File: config.mk
export PLATFORM = sky130hd
export DESIGN_NAME = unidad_corrimiento_secuencial
export DESIGN_NICKNAME = d
export VERILOG_FILES = /design/src/rtl/unidad_corrimiento_secuencial.sv
export SDC_FILE = /design/constraint.sdc
export NUM_CORES = 1
export LEC_CHECK = 0
export ABC_AREA = 1
export BUFFER_PORTS_ARGS = -buffer_cell sky130_fd_sc_hd__buf_2
export CORE_MARGIN = 5
export CORE_UTILIZATION = 58
export CTS_BUF_LIST = sky130_fd_sc_hd__clkbuf_4
export DETAILED_ROUTE_END_ITERATION = 7
export PLACE_DENSITY = 0.84
export SYNTH_ARGS = -nofsm -noshare
export SYNTH_HDL_FRONTEND = slang
export SYNTH_SLANG_ARGS = --single-unit
File: constraint.sdc
create_clock -name clk -period 2.5 [get_ports clk]
set_clock_uncertainty 0.2 [all_clocks]
set_input_delay 0 -clock clk [delete_from_list [all_inputs] [get_ports clk]]
set_output_delay 0 -clock clk [all_outputs]
set_load 0.1 [all_outputs]
File: src/rtl/unidad_corrimiento_secuencial.sv
// Sequential shift/rotate unit: one single-bit step per clock under a start/ready/done handshake.
// Optional carry-out register C is compiled in with UNIDAD_CORR_CARRY_EN.
module unidad_corrimiento_secuencial #(
  parameter  int N  = 8,
  localparam int DW = $clog2(N)
) (
  input  logic                clk,
  input  logic                rst,
  input  logic                start,
  input  logic signed [N-1:0] F,
  input  logic        [2:0]   H,
  input  logic        [DW-1:0] D,
  output logic                ready,
  output logic                busy,
  output logic                done,
`ifdef UNIDAD_CORR_CARRY_EN
  output logic                C,
`endif
  output logic signed [N-1:0] S
);

  typedef enum logic [1:0] {IDLE, SHIFT, DONE} state_t;

  localparam logic [2:0] OP_XFER = 3'b000;
  localparam logic [2:0] OP_SHL  = 3'b001;
  localparam logic [2:0] OP_SHR  = 3'b010;
  localparam logic [2:0] OP_CLR  = 3'b011;
  localparam logic [2:0] OP_ROL  = 3'b100;
  localparam logic [2:0] OP_ROR  = 3'b101;
  localparam logic [2:0] OP_ASL  = 3'b110;
  localparam logic [2:0] OP_ASR  = 3'b111;

  state_t        state, state_n;
  logic [2:0]    hop;
  logic [DW-1:0] cnt;
  logic [N-1:0]  step;
  logic          step_c;
  logic          accept;

  assign ready  = (state != SHIFT);
  assign busy   = (state == SHIFT);
  assign done   = (state == DONE);
  assign accept = ready && start;

  // One 1-bit step of the latched op, plus the bit that leaves (or wraps) for the carry.
  always_comb begin
    step   = S;
    step_c = 1'b0;
    case (hop)
      OP_SHL, OP_ASL: begin step = {S[N-2:0], 1'b0};    step_c = S[N-1]; end
      OP_SHR:         begin step = {1'b0, S[N-1:1]};    step_c = S[0];   end
      OP_ASR:         begin step = {S[N-1], S[N-1:1]};  step_c = S[0];   end
      OP_ROL:         begin step = {S[N-2:0], S[N-1]};  step_c = S[N-1]; end
      OP_ROR:         begin step = {S[0], S[N-1:1]};    step_c = S[0];   end
      default:        begin step = S;                   step_c = 1'b0;   end
    endcase
  end

  always_comb begin
    state_n = state;
    case (state)
      IDLE, DONE: begin
        if (start) begin
          if (H == OP_XFER || H == OP_CLR || D == '0) state_n = DONE;
          else                                         state_n = SHIFT;
        end else begin
          state_n = IDLE;
        end
      end
      SHIFT:   if (cnt == DW'(1)) state_n = DONE;
      default: state_n = IDLE;
    endcase
  end

  always_ff @(posedge clk) begin
    if (rst) state <= IDLE;
    else     state <= state_n;
  end

  always_ff @(posedge clk) begin
    if (rst) begin
      S   <= '0;
      hop <= OP_XFER;
      cnt <= '0;
    end else if (accept) begin
      S   <= (H == OP_CLR) ? '0 : F;
      hop <= H;
      cnt <= D;
    end else if (state == SHIFT) begin
      S   <= step;
      cnt <= cnt - DW'(1);
    end
  end

`ifdef UNIDAD_CORR_CARRY_EN
  always_ff @(posedge clk) begin
    if (rst || accept)       C <= 1'b0;
    else if (state == SHIFT) C <= step_c;
  end
`else
  logic unused_c;
  assign unused_c = step_c;
`endif

endmodule

# [Word-level counts from Yosys, hierarchy flattened]
# Cells that the tools add are included.
[word_totals] reg_bits=16 out_inout_bits=11 word_cells=42 inputBits=17
[classes] reduce_logical=13 add_sub_neg=1 n_eq_ne=13 muxes=10
[op_table] op="8-bit one-hot mux with 5 select lines" n=1
[op_table] op="8-bit 2-to-1 mux" n=3
[op_table] op="3-bit == test (second input constant)" n=4
[op_table] op="3-bit by 1-bit == test with 1-bit output (second input constant)" n=2
[op_table] op="3-bit by 2-bit == test with 1-bit output (second input constant)" n=2
[op_table] op="3-bit logical NOT" n=2
[op_table] op="2-bit 2-to-1 mux" n=3
[op_table] op="3-bit 2-to-1 mux" n=2
[op_table] op="6-bit nonzero test" n=1
[op_table] op="5-bit nonzero test" n=1
[op_table] op="2-bit by 1-bit inequality test with 1-bit output (second input constant)" n=2
[op_table] op="2-bit one-hot mux with 2 select lines" n=1
[op_table] op="2-bit OR reduction" n=2
[op_table] op="3-bit AND reduction" n=1
[op_table] op="3-bit by 1-bit subtractor with 3-bit output (second input constant)" n=1
[op_table] op="2-bit by 1-bit == test with 1-bit output (second input constant)" n=1
[op_table] op="2-bit == test (second input constant)" n=1
[op_table] op="2-bit logical NOT" n=1
[op_table] op="1-bit logical OR" n=2
[op_table] op="2-bit inequality test (second input constant)" n=1
[op_table] op="2-bit AND reduction" n=1
[op_table] op="2-bit nonzero test" n=1
[op_table] op="1-bit logical AND" n=1

# [Logic depth before layout (Yosys ltp)]
[depth] word_depth=6 ltp_mapped=9 depth_no_buf=8

# [Worst setup path before layout]
# Ideal clock, no wire load.
[synth_path] path_kind="reg2reg" startpoint="reg state[0]" endpoint="reg S[0]" n_path_buf=1 stages_incl_launch_ff=9 arrival_ns=2.061 setup_ns=0.122 setup_slack_ns=0.118 required_time_ns=2.178 period_less_slack_ns=2.382 cell_sequence="dfxtp_1 nand2_2 inv_1 nand3_2 nand2_2 buf_6 nand2_1 nand2_1 a21oi_1"
[synth_between] elab_chain_len=4 word_cells_on_any_way=7 cone_classes="eq/ne: 2; mux: 1; reduce/logical: 4"
[synth_lines] item="from (decl)" line="33" rtl="state_t state, state_n;"
[synth_lines] item="from (signal assigned)" line="77" rtl="else state <= state_n;"
[synth_lines] item="2-bit by 1-bit inequality test with 1-bit output *" line="40" rtl="assign ready = (state != SHIFT);"
[synth_lines] item="net ready" line="13" rtl="output logic ready,"
[synth_lines] item="1-bit logical AND *" line="43" rtl="assign accept = ready && start;"
[synth_lines] item="6-bit nonzero test (no source line) or 2-bit nonzero test (tied branches)"
[synth_lines] item="2-bit AND reduction (no source line)"
[synth_lines] item="to (signal assigned)" line="86" rtl="S <= (H == OP_CLR) ? '0 : F;"
[synth_lines] item="to (signal assigned)" line="90" rtl="S <= step;"
[synth_lines] item="to (decl)" line="19" rtl="output logic signed [N-1:0] S"
# Mark *: on every way through the listed nets, which the timed path passes. The rest lies on a longest branch.
# A chain may end at the register's enable or synchronous reset.

# [Worst setup path after layout]
[layout_path] startpoint="in H[2]" endpoint="reg state[0]"
[layout_between] elab_chain_len=6 word_cells_on_any_way=7 cone_classes="eq/ne: 1; mux: 3; reduce/logical: 3"
[layout_lines] item="from (decl)" line="11" rtl="input logic [2:0] H,"
[layout_lines] item="3-bit by 2-bit == test with 1-bit output or 3-bit logical NOT (tied branches)" line="64" rtl="if (H == OP_XFER || H == OP_CLR || D == '0) state_n = DONE;"
[layout_lines] item="1-bit logical OR * (2 in series)" line="64"
[layout_lines] item="2-bit 2-to-1 mux *" line="64"
[layout_lines] item="2-bit 2-to-1 mux *" line="63" rtl="if (start) begin"
[layout_lines] item="2-bit one-hot mux with 2 select lines *" line="61" rtl="case (state)"
# Mark *: on every way between the ends. The rest lies on a longest branch, timed or not.

==> impl_metrics.ini <==
[outcome]
status = completed

[routing]
ant_nets = 0
drc_errors = 0
firstDrtPassIters = 4
vias = 1302
wl_um = 3160
wl_per_cell_um = 12.8
vias_per_cell = 5.29
dr.first_iter.drc_count = 34

[floorplan]
io_pins = 28
die_y_um = 53.3
die_w_um = 53.3
core_area_mm2 = 0.00176
rows = 15
dieArea_mm2 = 0.00285
start_util_pct = 61.8

[sta]
finalSetupViolations = 0
max_freq_mhz = 506
finalCritPeriodShare_pct = 79.0
finalHoldViolCount = 0
maxSlewViolCount = 0
worst_slew_pin_slew_ns = 0.757
setup_tns_ns = 0
fin_crit_ns = 1.98
relSlewSlack_pct = 49.4
rsz0062_at_grt = no

[synth]
synth_common_cells = 63 x nand2_1, 21 x inv_1, 21 x nor2_1, 16 x dfxtp_1
synth_cells = 177
ys.flop_type = dfxtp_1
avgSynthCellArea_um2 = 6.16
ys_ff_latch = 16
synth_area_leaders = dfxtp_1 29%, nand2_1 22%, nand4_1 7.5%
synth-edff-count = 0
yosysWarnings = 0
yosysMostFrequentCell = nand2_1
synth_seq_area_share_pct = 29.4
syn_nets = 196
synth.distinct_cells = 18
synth_async_sr_flop_share_pct = 0
yosys.area.top_type = dfxtp_1
synth.cell_area_mm2 = 0.00109
yosysTopAreaCellShare_pct = 29.4

[grt]
grtUsageTotal_pct = 24.6
grt_pass1_vias = 1205
grt_pass1_wl_um = 5130
grt_antenna_before_repair = 0
gr-total-overflow = 0
grt_max_degree = 27

[pwr]
peakVddDrop_v = 0.000417
pwr-share-comb_pct = 46.3
p_switching_uw = 410
leakage_nw = 0.744
power_uw = 854
clockPowerShare_pct = 16.3
powerDensity_mw_per_mm2 = 604
power.share.switching_pct = 48.0
p_int_uw = 444
pwr-share-seq_pct = 37.4

[cells_and_area]
drive_gt1_share_pct = 17.2
instances_no_fill = 246
multiInputGateArea_um2 = 628
nets = 242
syn_to_final_growth_pct = 29.7
fillers = 152
antenna_cells = 0
stdcell_area_mm2 = 0.00141
regArea_um2 = 320
postLayoutCoreUtil_pct = 80.1

[clock_network]
clk_latency_ns = 0.29
clockRootBuffer = clkbuf_4
cts_inserted_buffers = 3
cts_tree = done
ctsResizeCount = 0
clock-sinks = 16
clkTransAtPathRegs_ns = 0.09
h-tree-depth = 1
clk_path_buf_depth = 2

[setup_path]
cp.required_ns = 2.48
cp.arrival_ns = 1.96
critPathKind = in2reg
worstPathMaxFanout = 10
start_kind = primary input
cp-end-kind = flop

[placement]
dp_hpwl_um = 1980
routabilityCongestion = 0.858
portBuffers = 27
placed_cells = 224
dpl_cell_area_mm2 = 0.00120

[flow_run]
cap_violations = 0

[worst_hold_path]
hold_class = in2reg
-- layout make-up --
class | instances | share of cell area (%)
multi-input combinational | 133 | 44.4
timing repair buffer | 46 | 23.0
sequential | 16 | 22.7
inverter | 23 | 6.11
tap | 25 | 2.21
clock buffer | 3 | 1.59
-- power groups by stage --
stage	clock network, mW	registers (mW)	logic, mW
after floorplan	0	0.435	0.196
after global placement	0	0.322	0.356
after detailed placement	0	0.325	0.364
after CTS	0.140	0.318	0.389
after global routing	0.153	0.324	0.428
final	0.139	0.320	0.396
-- stage by stage --
| step | setup WS [ns] | hold slack, ns |
|---|---|---|
| global placement | 0.796 | -0.0285 |
| floorplan | 0.118 | -0.131 |
| CTS | 0.529 | 0.308 |
| global route | 0.414 | 0.350 |
| detailed placement | 0.741 | -0.0220 |
| finish | 0.525 | 0.319 |
-- kinds of logic after synthesis --
family,Yosys count,synth area share [%]
AO/OA/AOI/OAI,21,10.2
adder cells (fa/ha/maj),2,2.30
AND/OR/NAND/NOR,110,45.1
buffers and inverters,28,13.0
flip-flops,16,29.4
-- layout by cell type, fill, tap and decap left out --
cell type / synthesis / routed
o21ai_0: 5 / 5
nand3_2: 3 / 3
nor2_1: 21 / 21
nand3_4: 1 / 1
buf_2: 1 / 27
dlygate4sd3_1: 0 / 19
o211ai_1: 2 / 2
nand2_2: 2 / 2
inv_2: 2 / 2
clkbuf_4: 0 / 3
a21oi_1: 13 / 13
nand2_1: 63 / 63
nand4_1: 13 / 13
dfxtp_1: 16 / 16
ha_1: 2 / 2
nand3_1: 7 / 7
inv_1: 21 / 21
o22ai_1: 1 / 1
-- worst max-delay path: stages --
cell and delay (ns):
dlygate4sd3_1 0.53, buf_2 0.12, inv_1 0.06, nand3_1 0.32, nand4_1 0.26, a21oi_1 0.10, dlygate4sd3_1 0.56
-- final timing paths --
| check | startpoint | depth (start not counted) | endpoint | slack [ns] |
|---|---|---|---|---|
| worst max-delay path | H[2] | 7 | state[0] | 0.52 |
| worst min-delay path | D[2] | 4 | cnt[2] | 0.32 |
| worst max register to register | state[1] | 6 | state[0] | 0.63 |
| worst min register to register | S[5] | 4 | S[5] | 0.36 |
-- sequential cells by signal, indices dropped and copies added, names as in the netlist --
name and flops:
cnt 3, state 2, hop 3, S 8
-- per-layer routing --
layer / wire (um) / GRT usage (%) / up-vias
met5: 0 / 0 / -
met2: 1570 / 43.9 / 48
met1: 1350 / 29.2 / 590
met4: 64 / 10.6 / 0
li1: - / - / 657
met3: 164 / 2.54 / 7
-- timing repair --
item                                   4_1_cts  5_1_grt
setup endpoints to repair                    0        0
hold buffers                                19        0
setup buffers                                0        0
endpoints found under the hold margin       16        0
Power figures use the tool's default switching activity.
